## src/rtl/alu_mc_pkg.sv

```systemverilog
// alu_mc_pkg: opcode encodings, FSM state type and shared helpers for alu_mc.
// Optional divider: define ALU_MC_DIV_EN to build DIVU; otherwise 1101 is reserved.
package alu_mc_pkg;

  localparam int ALU_MC_DATA_WIDTH = 32;

  localparam logic [3:0] ALUOP_AND  = 4'b0000;
  localparam logic [3:0] ALUOP_OR   = 4'b0001;
  localparam logic [3:0] ALUOP_ADD  = 4'b0010;
  localparam logic [3:0] ALUOP_XOR  = 4'b0011;
  localparam logic [3:0] ALUOP_NOR  = 4'b0100;
  localparam logic [3:0] ALUOP_SLTU = 4'b0101;
  localparam logic [3:0] ALUOP_SUB  = 4'b0110;
  localparam logic [3:0] ALUOP_SLT  = 4'b0111;
  localparam logic [3:0] ALUOP_SLL  = 4'b1000;
  localparam logic [3:0] ALUOP_SRL  = 4'b1001;
  localparam logic [3:0] ALUOP_SRA  = 4'b1010;
  localparam logic [3:0] ALUOP_MULU = 4'b1100;
  localparam logic [3:0] ALUOP_DIVU = 4'b1101;

  typedef enum logic [1:0] {
    ST_IDLE = 2'd0,
    ST_BUSY = 2'd1,
    ST_DONE = 2'd2
  } state_t;

  // True for opcodes that go through the iterative multiply/divide unit.
  function automatic logic is_multi_op(input logic [3:0] op);
`ifdef ALU_MC_DIV_EN
    return (op == ALUOP_MULU) || (op == ALUOP_DIVU);
`else
    return (op == ALUOP_MULU);
`endif
  endfunction

endpackage

```

## src/rtl/alu_mc_muldiv.sv

```systemverilog
// alu_mc_muldiv: iterative shift-add multiplier and restoring divider, one
// iteration per cycle for DATA_WIDTH cycles. o_lo/o_hi present the value the
// registers take after the current iteration, so the final result is
// available in the same cycle o_done is high.
// Divider datapath only exists when ALU_MC_DIV_EN is defined.
module alu_mc_muldiv
  import alu_mc_pkg::*;
#(
  parameter int DATA_WIDTH = ALU_MC_DATA_WIDTH,
  parameter int CNT_WIDTH  = $clog2(DATA_WIDTH) + 1
) (
  input  logic                  clk,
  input  logic                  resetn,
  input  logic                  i_start,
  input  logic                  i_is_div,
  input  logic [DATA_WIDTH-1:0] i_a,
  input  logic [DATA_WIDTH-1:0] i_b,
  output logic                  o_done,
  output logic [DATA_WIDTH-1:0] o_lo,
  output logic [DATA_WIDTH-1:0] o_hi,
  output logic                  o_dbz
);

  localparam logic [CNT_WIDTH-1:0] LAST_ITER = CNT_WIDTH'(DATA_WIDTH - 1);

  logic                  r_active;
  logic [CNT_WIDTH-1:0]  r_cnt;
  logic [DATA_WIDTH-1:0] r_hi;
  logic [DATA_WIDTH-1:0] r_lo;
  logic [DATA_WIDTH-1:0] r_opb;
  logic                  r_dbz;
  logic [DATA_WIDTH:0]   w_msum;

  // Multiply step: add multiplicand into the high half when the low bit is set.
  assign w_msum = {1'b0, r_hi} + (r_lo[0] ? {1'b0, r_opb} : '0);

`ifdef ALU_MC_DIV_EN
  logic                  r_is_div;
  logic [DATA_WIDTH:0]   w_dshift;
  logic                  w_dge;
  logic [DATA_WIDTH-1:0] w_dtrial;

  // Divide step: shift next dividend bit into the partial remainder and try
  // subtracting. The difference always fits DATA_WIDTH bits when it is kept.
  assign w_dshift = {r_hi, r_lo[DATA_WIDTH-1]};
  assign w_dge    = (w_dshift >= {1'b0, r_opb});
  assign w_dtrial = w_dshift[DATA_WIDTH-1:0] - r_opb;
`endif

  // Next partial product / partial remainder for this iteration.
  always_comb begin
    o_hi = w_msum[DATA_WIDTH:1];
    o_lo = {w_msum[0], r_lo[DATA_WIDTH-1:1]};
`ifdef ALU_MC_DIV_EN
    if (r_is_div) begin
      o_hi = w_dge ? w_dtrial : w_dshift[DATA_WIDTH-1:0];
      o_lo = {r_lo[DATA_WIDTH-2:0], w_dge};
    end
`endif
  end

  assign o_done = r_active && (r_cnt == LAST_ITER);
  assign o_dbz  = r_dbz;

  // Operand load on start, then one iteration per cycle until the last one.
  always_ff @(posedge clk or negedge resetn) begin
    if (!resetn) begin
      r_active <= 1'b0;
      r_cnt    <= '0;
      r_hi     <= '0;
      r_lo     <= '0;
      r_opb    <= '0;
      r_dbz    <= 1'b0;
`ifdef ALU_MC_DIV_EN
      r_is_div <= 1'b0;
`endif
    end else if (i_start) begin
      r_active <= 1'b1;
      r_cnt    <= '0;
      r_hi     <= '0;
      r_lo     <= i_a;
      r_opb    <= i_b;
      r_dbz    <= i_is_div && (i_b == '0);
`ifdef ALU_MC_DIV_EN
      r_is_div <= i_is_div;
`endif
    end else if (r_active) begin
      r_hi  <= o_hi;
      r_lo  <= o_lo;
      r_cnt <= r_cnt + 1'b1;
      if (o_done) begin
        r_active <= 1'b0;
      end
    end
  end

endmodule

```

## src/rtl/alu_mc.sv

```systemverilog
// alu_mc: multi-cycle ALU with valid/ready handshakes on both sides.
// Single-cycle ops are computed from the inputs at accept and registered;
// MULU (and DIVU when ALU_MC_DIV_EN is defined) run in alu_mc_muldiv.
//
// state   | meaning
// --------+-----------------------------------------------------------
// ST_IDLE | no result pending, ready for an operation
// ST_BUSY | iterative multiply/divide in progress, inputs not accepted
// ST_DONE | result registered, out_valid high until consumed
module alu_mc
  import alu_mc_pkg::*;
#(
  parameter int DATA_WIDTH  = ALU_MC_DATA_WIDTH,
  parameter int SHAMT_WIDTH = $clog2(DATA_WIDTH),
  parameter int CNT_WIDTH   = $clog2(DATA_WIDTH) + 1
) (
  input  logic                  clk,
  input  logic                  resetn,
  input  logic                  in_valid,
  output logic                  in_ready,
  input  logic [DATA_WIDTH-1:0] A,
  input  logic [DATA_WIDTH-1:0] B,
  input  logic [3:0]            ALUop,
  output logic                  out_valid,
  input  logic                  out_ready,
  output logic [DATA_WIDTH-1:0] Result,
  output logic [DATA_WIDTH-1:0] ResultHi,
  output logic                  Overflow,
  output logic                  CarryOut,
  output logic                  Zero
);

  state_t                r_state;
  state_t                w_state_nxt;
  logic                  w_accept;
  logic                  w_multi;
  logic                  w_md_done;
  logic                  w_md_dbz;
  logic [DATA_WIDTH-1:0] w_md_lo;
  logic [DATA_WIDTH-1:0] w_md_hi;

  logic [DATA_WIDTH:0]   w_add;
  logic [DATA_WIDTH:0]   w_sub;
  logic                  w_add_ovf;
  logic                  w_sub_ovf;
  logic                  w_borrow;
  logic                  w_slt;
  logic [DATA_WIDTH-1:0] w_res;
  logic                  w_ovf;
  logic                  w_cry;

  logic [DATA_WIDTH-1:0] r_result;
  logic [DATA_WIDTH-1:0] r_result_hi;
  logic                  r_ovf;
  logic                  r_cry;

  assign w_multi = is_multi_op(ALUop);

  // Overflow is carry into the MSB xor carry out of it; borrow is inverted carry.
  assign w_add     = {1'b0, A} + {1'b0, B};
  assign w_sub     = {1'b0, A} + {1'b0, ~B} + {{DATA_WIDTH{1'b0}}, 1'b1};
  assign w_add_ovf = (A[DATA_WIDTH-1] ^ B[DATA_WIDTH-1] ^ w_add[DATA_WIDTH-1]) ^ w_add[DATA_WIDTH];
  assign w_sub_ovf = (A[DATA_WIDTH-1] ^ ~B[DATA_WIDTH-1] ^ w_sub[DATA_WIDTH-1]) ^ w_sub[DATA_WIDTH];
  assign w_borrow  = ~w_sub[DATA_WIDTH];
  assign w_slt     = w_sub_ovf ^ w_sub[DATA_WIDTH-1];

  // Single-cycle result and flags; reserved opcodes fall through to zero.
  always_comb begin
    w_res = '0;
    w_ovf = 1'b0;
    w_cry = 1'b0;
    case (ALUop)
      ALUOP_AND:  w_res = A & B;
      ALUOP_OR:   w_res = A | B;
      ALUOP_XOR:  w_res = A ^ B;
      ALUOP_NOR:  w_res = ~(A | B);
      ALUOP_ADD: begin
        w_res = w_add[DATA_WIDTH-1:0];
        w_ovf = w_add_ovf;
        w_cry = w_add[DATA_WIDTH];
      end
      ALUOP_SUB: begin
        w_res = w_sub[DATA_WIDTH-1:0];
        w_ovf = w_sub_ovf;
        w_cry = w_borrow;
      end
      ALUOP_SLT: begin
        w_res = {{(DATA_WIDTH-1){1'b0}}, w_slt};
        w_cry = w_borrow;
      end
      ALUOP_SLTU: begin
        w_res = {{(DATA_WIDTH-1){1'b0}}, w_borrow};
        w_cry = w_borrow;
      end
      ALUOP_SLL:  w_res = A << B[SHAMT_WIDTH-1:0];
      ALUOP_SRL:  w_res = A >> B[SHAMT_WIDTH-1:0];
      ALUOP_SRA:  w_res = DATA_WIDTH'($signed(A) >>> B[SHAMT_WIDTH-1:0]);
      default: ;
    endcase
  end

  // Handshake outputs and next state; in_ready is held low during reset.
  always_comb begin
    w_state_nxt = r_state;
    in_ready    = 1'b0;
    out_valid   = 1'b0;
    case (r_state)
      ST_IDLE: in_ready = resetn;
      ST_DONE: begin
        out_valid = 1'b1;
        in_ready  = resetn & out_ready;
      end
      default: ;
    endcase
    w_accept = in_valid & in_ready;
    case (r_state)
      ST_IDLE: begin
        if (w_accept) w_state_nxt = w_multi ? ST_BUSY : ST_DONE;
      end
      ST_BUSY: begin
        if (w_md_done) w_state_nxt = ST_DONE;
      end
      ST_DONE: begin
        if (w_accept)       w_state_nxt = w_multi ? ST_BUSY : ST_DONE;
        else if (out_ready) w_state_nxt = ST_IDLE;
      end
      default: w_state_nxt = ST_IDLE;
    endcase
  end

  // FSM state register.
  always_ff @(posedge clk or negedge resetn) begin
    if (!resetn) r_state <= ST_IDLE;
    else         r_state <= w_state_nxt;
  end

  // Output registers: load on single-cycle accept or on iterative completion.
  always_ff @(posedge clk or negedge resetn) begin
    if (!resetn) begin
      r_result    <= '0;
      r_result_hi <= '0;
      r_ovf       <= 1'b0;
      r_cry       <= 1'b0;
    end else if (w_accept && !w_multi) begin
      r_result    <= w_res;
      r_result_hi <= '0;
      r_ovf       <= w_ovf;
      r_cry       <= w_cry;
    end else if (w_md_done) begin
      r_result    <= w_md_lo;
      r_result_hi <= w_md_hi;
      r_ovf       <= w_md_dbz;
      r_cry       <= 1'b0;
    end
  end

  alu_mc_muldiv #(
    .DATA_WIDTH (DATA_WIDTH),
    .CNT_WIDTH  (CNT_WIDTH)
  ) u_muldiv (
    .clk      (clk),
    .resetn   (resetn),
    .i_start  (w_accept & w_multi),
    .i_is_div (ALUop == ALUOP_DIVU),
    .i_a      (A),
    .i_b      (B),
    .o_done   (w_md_done),
    .o_lo     (w_md_lo),
    .o_hi     (w_md_hi),
    .o_dbz    (w_md_dbz)
  );

  assign Result   = r_result;
  assign ResultHi = r_result_hi;
  assign Overflow = r_ovf;
  assign CarryOut = r_cry;
  assign Zero     = (r_result == '0);

endmodule

```

## config.mk

```make
export PLATFORM = sky130hd
export DESIGN_NAME = alu_mc
export DESIGN_NICKNAME = d
export VERILOG_FILES = /design/src/rtl/alu_mc_pkg.sv /design/src/rtl/alu_mc_muldiv.sv /design/src/rtl/alu_mc.sv
export SDC_FILE = /design/constraint.sdc
export NUM_CORES = 1
export LEC_CHECK = 0
export BUFFER_PORTS_ARGS = -buffer_cell sky130_fd_sc_hd__buf_2
export CAP_MARGIN = 20
export CORE_MARGIN = 5
export CORE_UTILIZATION = 52
export DETAILED_ROUTE_END_ITERATION = 10
export PLACE_DENSITY = 0.74
export SETUP_SLACK_MARGIN = 0.5
export SLEW_MARGIN = 40
export SYNTH_ARGS = -nofsm -noshare
export SYNTH_HDL_FRONTEND = slang
export SYNTH_SLANG_ARGS = --single-unit
```

## constraint.sdc

```tcl
create_clock -name clk -period 3.7 [get_ports clk]
set_input_delay 0.37 -clock clk [delete_from_list [all_inputs] [get_ports clk]]
set_output_delay 0.37 -clock clk [all_outputs]
set_load 0.02 [all_outputs]
```

==> impl_table.tex, run 1 <==
\begin{tabular}{lr}
\hline
Metric & Value \\
\hline
\multicolumn{2}{l}{\textbf{Pwr}} \\
PwrDens & $\sim$520 mW/mm\^{}2 \\
Power, Total & 10.4 mW \\
Pint & 5.85 mW \\
Static leakage power & 9.40 nW \\
Clock share of power & 0.185 \\
Sequential fraction of design power & 0.304 \\
Maximum ir drop on the vdd rail & 347 uV \\
Net switching share of the total power & 0.438 \\
Switching power of the nets & $\sim$4.6 mW \\
Part of the total power dissipated in combinational logic & 0.512 \\
\multicolumn{2}{l}{\textbf{Synth}} \\
Synth Warn \# & 0 \\
Syn avg cell area & 7.65 sq um \\
Synthesized netlist net count & 2474 \\
Synth Instances & 2266 \\
Count of cell types in the netlist & 89 \\
Netlist area before placement & 0.0173 sq mm \\
\#FFs+latches synth & 172 \\
Dominant cells by area after synthesis & dfrtp\_1 25\%, ha\_1 9.6\%, mux2i\_1 7.2\% \\
Post-synth top cells & 279 x nand2\_1, 231 x nor2\_1, 213 x o21ai\_0 \\
Leading area contributor after synthesis & dfrtp\_1 \\
Flip-flop cell with the highest count after synthesis & dfrtp\_1 \\
Post-synthesis sequential area ratio & 0.248 \\
Cell with the most instances after synthesis & nand2\_1 \\
Async set-or-reset flop fraction in the synthesized netlist & 1.00 \\
Fraction of post-synthesis cell area in the top cell type by area & 0.248 \\
Count of flip-flops with a built-in enable after synthesis & 0 \\
\multicolumn{2}{l}{\textbf{Clocking}} \\
Cell at the root of the clock tree & clkbuf\_16 \\
Clock tree from TritonCTS & built \\
Buffer depth of the longest clock path & 2 \\
Number of CTS-inserted buffers & 17 \\
Clock tree sinks & about 170 \\
CTS H-Tree Depth & 4 \\
Clock-pin slew on the worst setup and hold paths & 0.07 ns \\
Latest clock arrival within the worst-skew pair & $\sim$0.44 ns \\
\multicolumn{2}{l}{\textbf{Timing}} \\
Endpoints failing hold & 0 \\
Count of pins over their slew limit & 0 \\
Setup-failing EPs final & 0 \\
Final period demand of the worst path & between 3 and 4 ns \\
Fraction of the cycle the final worst path needs & 0.852 \\
Final worst setup slack & roughly 0.55 ns \\
Hold Slack & approximately 0.28 ns \\
Highest clock rate & 317 MHz \\
Transition at the pin with the smallest max-transition slack & 0.845 ns \\
RSZ-0062 raised after global routing & true \\
Fin Setup TNS & 0 ns \\
Worst relative slew slack & 0.434 \\
Final Skew & 0.0118 ns \\
\multicolumn{2}{l}{\textbf{Outcome}} \\
Outcome & completed \\
\multicolumn{2}{l}{\textbf{Worst setup path}} \\
Kind of capture point of the worst setup path & flip-flop \\
WS Path Type & input pin to flip-flop \\
Worst-path fanout max & 5 \\
Worst R2R End & ResultHi[24] \\
Worst setup slack for register-to-register paths & $\sim$0.57 ns \\
Worst Setup Start Kind & input pin \\
R2r startpoint & u\_muldiv.r\_lo[0] \\
Worst path arrival time & 3.47 ns \\
Worst reg2reg path depth & 13 \\
WP data required & 4.02 ns \\
\multicolumn{2}{l}{\textbf{Route}} \\
Routed via count & 18700 \\
DRC errors left & 0 \\
DR iter-0 viols & about 2300 \\
Wire length per cell after detailed routing & 24.9 um \\
Detailed-routing iteration count for the pre-antenna-repair pass & 6 \\
Antenna violation net count after detailed routing & 0 \\
Post-detailed-routing wire length & approximately 70000 um \\
Ratio of routed vias to standard cells & 6.55 \\
\multicolumn{2}{l}{\textbf{Finish}} \\
Final cell utilization of the core & 0.616 \\
Cell Count, Final, Fillers Out & 2863 \\
Nets & between 2000 and 3000 \\
Final instance area & 0.0201 sq mm \\
Area grow syn2layout & 16.2\% \\
Share of layout cells above drive strength 1 & 0.175 \\
\multicolumn{2}{l}{\textbf{Min path}} \\
Launch point of the worst hold path & B[7] \\
Hold-critical path depth & 3 \\
Endpoint of the worst hold-timing path & u\_muldiv.r\_opb[7] \\
Worst hold path class & input pin to flip-flop \\
\multicolumn{2}{l}{\textbf{Placement}} \\
GPL Wtd Cong & $\sim$1.1 \\
Cell total after placement & 2822 \\
Placement Cell Area & between 0.015 and 0.02 sq mm \\
Post-detailed-placement half-perimeter wirelength & 55700 um \\
Worst setup slack before clock tree synthesis & 0.0426 ns \\
Port Buffer Count & 140 \\
\multicolumn{2}{l}{\textbf{Die}} \\
Y dimension of the die & 193 um \\
Horizontal die dimension & 193 um \\
Number of I/O pins & 141 \\
Initial cell density of the core & 0.530 \\
Row Count & 66 \\
Floorplan die area & 0.0371 sq mm \\
Std-Cell Core Area & 0.0327 sq mm \\
\multicolumn{2}{l}{\textbf{GRT}} \\
Overflow after GRT & 0 \\
Vias in the first global route & roughly 18000 \\
First-pass GRT wire length & 107000 um \\
Antenna violations before repair & 2 \\
Maximum number of pins on one net before global-route repair & slightly below 90 \\
Total global routing track utilization & 0.376 \\
\multicolumn{2}{l}{\textbf{Run}} \\
Number of max-cap violations & 0 \\
\hline
\end{tabular}
==> worst max-delay path, cell delays in order <==
cell and delay, ns:
buf_2 0.14, inv_1 0.11, ha_1 0.23, inv_1 0.08, fa_2 0.36, nor3b_2 0.18
o31ai_2 0.36, a31oi_2 0.18, a31oi_2 0.29, a21oi_1 0.11, or2_1 0.28, a221oi_2 0.27
nor3_1 0.07, a21o_1 0.16, o32a_1 0.27
==> area by class of cell <==
class,count,area [sq um]
Antenna cell,2,5.00
Tap cell,442,553
Timing Repair Buffer,276,1870
Fill cell,2968,12600
Inverter,99,379
Clock inverter,13,191
Sequential cell,172,4310
Clock buffer,18,429
Multi-Input combinational cell,1841,12400
==> state kept, by name (all words and copies together), names as in the netlist <==
| register | flops |
|---|---|
| u_muldiv.r_hi | 32 |
| u_muldiv.r_cnt | 6 |
| Result | 32 |
| r_state | 2 |
| u_muldiv.r_opb | 32 |
| CarryOut | 1 |
| Overflow | 1 |
| u_muldiv.r_active | 1 |
| ResultHi | 32 |
| u_muldiv.o_dbz | 1 |
| u_muldiv.r_lo | 32 |
==> what timing repair did <==
item,in CTS,in global routing
gates cloned,0,1
gates resized for setup,6,49
endpoints found under the setup margin,5,37
endpoints found under the hold margin,19,0
hold buffers,1,0
pin swaps,3,17
buffers inserted,1,5
==> cells by family (layout without fill, tap and decap cells) <==
family,count (synthesis),after routing,synth area share
fa+ha+maj,136,136,0.0995
mux,147,147,0.0963
xor+xnor,42,42,0.0212
other cells,0,2,0
simple gates,764,764,0.199
compound gates,752,752,0.278
flops,172,172,0.248
buf+inv,253,406,0.0575
==> placed cells by master, fill, tap and decap left out, types with 14 or more instances in the layout <==
master	synthesis	routed
o21ai_1	19	17
nand2b_1	21	21
nand4_1	14	14
a211oi_1	30	26
buf_4	5	127
o21ai_0	213	210
ha_1	133	118
and2_1	42	40
o21bai_1	18	18
nand2_1	279	278
a31oi_1	16	15
nor2b_1	21	21
mux2i_1	124	124
a21oi_1	199	192
inv_1	93	91
xor2_1	19	19
dfrtp_1	172	170
nand3_1	45	43
mux4_2	15	15
a22oi_1	16	16
buf_2	16	138
a221oi_1	25	24
a21o_1	39	38
xnor2_1	23	23
clkbuf_16	0	18
nor4_1	18	16
nor3_1	45	40
o211ai_1	22	22
nor2_1	231	226
o22ai_1	20	20
==> power by group through the flow <==
stage	clock [mW]	combinational, mW	sequential (mW)
after floorplan	0	3.25	3.19
after global placement	0	4.74	3.09
after detailed placement	0	4.89	3.12
after CTS	1.93	4.94	3.10
after global routing	2.00	5.80	3.24
final	1.92	5.32	3.16
==> worst max-delay path by stage <==
stage | startpoint | end | depth (start not counted)
global placement | A[0] | Result[22] | 15
finish | A[0] | Result[22] | 15
floorplan | B[2] | Result[31] | 16
global route | u_muldiv.r_lo[0] | ResultHi[13] | 13
CTS | u_muldiv.r_opb[0] | ResultHi[31] | 14
detailed placement | A[0] | Result[0] | 16
==> per-layer routing <==
metal	vias to the layer above	track usage	routed length, um
met4	0	0.160	3750
met5	-	0	0
met3	198	0.0715	6990
met2	1057	0.577	31300
li1	8469	-	-
met1	9019	0.519	29400
Note: power is estimated with default switching activity, not from simulation.
==> run 2, diff against run 1 <==
==> constraint.sdc (replaced) <==
create_clock -name clk -period 3.7 [get_ports clk]
set_input_delay 0.74 -clock clk [delete_from_list [all_inputs] [get_ports clk]]
set_output_delay 0.74 -clock clk [all_outputs]
set_load 0.02 [all_outputs]
==> run 2 against run 1 <==
  * Power shrank 2.6%
  * Utilization increased by 3.7 points
  * Largest power group unchanged
  * Critical path type unchanged
  * Non-clock buffer count is 109 higher
  * Clock skew fell by 0.0037 ns
  * Via count is 2.6% higher
  * Sequential share of layout area decreased by 1.2 points
  * Die area did not move
==> impl_table.tex, run 2 (synthesis gave the netlist of run 1 again) <==
\begin{tabular}{lr}
\hline
Metric & Value \\
\hline
\multicolumn{2}{l}{\textbf{Outcome}} \\
Outcome & completed \\
\multicolumn{2}{l}{\textbf{Pwr}} \\
Static leakage power & 9.99 nW \\
PwrDens & 475 mW/mm\^{}2 \\
Maximum ir drop on the vdd rail & 402 uV \\
\multicolumn{2}{l}{\textbf{Worst setup path}} \\
WS Path Type & input pin to flip-flop \\
Kind of capture point of the worst setup path & flip-flop \\
WP data required & 4.06 ns \\
Worst R2R End & ResultHi[31] \\
Worst Setup Start Kind & input pin \\
Worst path arrival time & 3.63 ns \\
Worst reg2reg path depth & 14 \\
Worst-path fanout max & 6 \\
R2r startpoint & u\_muldiv.r\_opb[0] \\
Worst setup slack for register-to-register paths & 0.58 ns \\
\multicolumn{2}{l}{\textbf{Die}} \\
Horizontal die dimension & 193 um \\
Floorplan die area & 0.0371 sq mm \\
Number of I/O pins & $\sim$140 \\
Std-Cell Core Area & between 0.03 and 0.04 sq mm \\
Y dimension of the die & 193 um \\
Initial cell density of the core & 0.530 \\
Row Count & 66 \\
\multicolumn{2}{l}{\textbf{Route}} \\
Detailed-routing iteration count for the pre-antenna-repair pass & 7 \\
Routed via count & 19200 \\
DRC errors left & 0 \\
Wire length per cell after detailed routing & 23.6 um \\
DR iter-0 viols & $\sim$2300 \\
Ratio of routed vias to standard cells & 6.47 \\
Antenna violation net count after detailed routing & 0 \\
Post-detailed-routing wire length & 70200 um \\
\multicolumn{2}{l}{\textbf{Placement}} \\
Port Buffer Count & 140 \\
Post-detailed-placement half-perimeter wirelength & 54100 um \\
GPL Wtd Cong & 1.07 \\
\multicolumn{2}{l}{\textbf{Finish}} \\
Share of layout cells above drive strength 1 & 0.235 \\
Final cell utilization of the core & 0.653 \\
Highest-count cells in the layout ignoring fill and taps & 278 x nand2\_1, 232 x buf\_4, 224 x nor2\_1, 205 x o21ai\_0, 182 x a21oi\_1 \\
Leading cell type in the layout, fill and taps excluded & nand2\_1 \\
Nets & 2724 \\
Area grow syn2layout & 23.2\% \\
\multicolumn{2}{l}{\textbf{Timing}} \\
Worst relative slew slack & 0.457 \\
Final Skew & about 0.008 ns \\
Fraction of the cycle the final worst path needs & 0.883 \\
Final period demand of the worst path & between 3 and 4 ns \\
Setup-failing EPs final & 0 \\
Hold Slack & around 0.33 ns \\
Highest clock rate & a little over 300 MHz \\
RSZ-0062 raised after global routing & true \\
Count of pins over their slew limit & 0 \\
Endpoints failing hold & 0 \\
Fin Setup TNS & 0 ns \\
Transition at the pin with the smallest max-transition slack & between 0.8 and 0.9 ns \\
\multicolumn{2}{l}{\textbf{GRT}} \\
Total global routing track utilization & 0.366 \\
Maximum number of pins on one net before global-route repair & 91 \\
Antenna violations before repair & 2 \\
Vias in the first global route & 18200 \\
Overflow after GRT & 0 \\
First-pass GRT wire length & between 100000 and 150000 um \\
\multicolumn{2}{l}{\textbf{Clocking}} \\
Clock tree sinks & 172 \\
Buffer depth of the longest clock path & 2 \\
CTS H-Tree Depth & 4 \\
Latest clock arrival within the worst-skew pair & 0.44 ns \\
Clock-pin slew on the worst setup and hold paths & about 0.07 ns \\
Cell at the root of the clock tree & clkbuf\_16 \\
Number of CTS-inserted buffers & 17 \\
Clock tree from TritonCTS & built \\
Cts-stage hold buffer count & 0 \\
\multicolumn{2}{l}{\textbf{Run}} \\
Number of max-cap violations & 0 \\
\multicolumn{2}{l}{\textbf{Min path}} \\
Worst hold path class & input pin to asynchronous set/reset pin \\
\hline
\end{tabular}
-- run 2: cell types whose count changed in the layout (fill, tap and decap cells not counted), sizes merged --
cell / before / now
buf: 274 / 384
bufinv: 4 / 0
clkinv: 0 / 5
clkbuf: 19 / 22
dlygate4sd3: 1 / 0
diode: 2 / 1
inv: 102 / 103
clkinvlp: 6 / 2
-- run 2: report_power, final --
group	internal [mW]	switching (mW)	leakage (nW)
clock	0.921	0.775	0.272
combinational	2.14	3.13	7.55
sequential	2.57	0.594	2.17
-- run 2: worst max path at each step --
stage,from,end,slack (ns),cells past startpoint
after global placement,A[0],Result[26],-0.07,16
after global routing,B[6],Result[29],0.36,15
after CTS,A[0],Result[22],0.49,15
after detailed placement,A[0],Result[26],-0.14,16
after floorplan,B[2],Result[31],0.04,16
final,B[6],Result[29],0.43,15
-- run 2: area by class of cell --
type	instances	area, sq um
diodes	1	2.50
clock buffers	21	470
clock inverters	11	85.1
fillers	2843	11400
inverters	99	387
multi-input cells	1841	12800
flip-flops and latches	172	4310
well taps	442	553
repair buffers	385	2710
-- run 2: worst max-delay path: stages --
cell       delay (ns)
buf_2            0.12
inv_1            0.10
ha_4             0.23
buf_4            0.15
nand2b_1         0.12
o31ai_2          0.12
a211oi_4         0.25
o31ai_4          0.16
a2111oi_4        0.49
nor2b_4          0.09
o31ai_4          0.34
a211o_1          0.18
o21ai_1          0.07
or2_1            0.24
a211oi_2         0.21
-- run 2: what timing repair did --
action | CTS | global route
setup endpoints to repair | 17 | 42
resized for setup | 31 | 114
pin swaps | 11 | 64
buffers inserted | 5 | 12
gates cloned | 0 | 1
-- run 2: routing by layer --
layer  wire [um]  share of wire  vias to the layer above  global-route usage
met5          10        0.00014                        -                   0
met4        3000          0.043                        2               0.137
met3        7440           0.11                      200              0.0662
met2       31400           0.45                     1162               0.578
met1       28400           0.40                     9180               0.503
li1            -              -                     8684                   -
-- run 2: stage by stage --
stage               setup WS (ns)  total power [mW]  std cells  cell area (sq um)
floorplan                  0.0439              6.46       2266              17600
global route                0.357              10.8       2972              21300
detailed placement         -0.143              8.09       2921              20000
CTS                         0.486              9.85       2958              20700
finish                      0.432              10.1       2972              21300
global placement          -0.0686              7.92       2920              19900
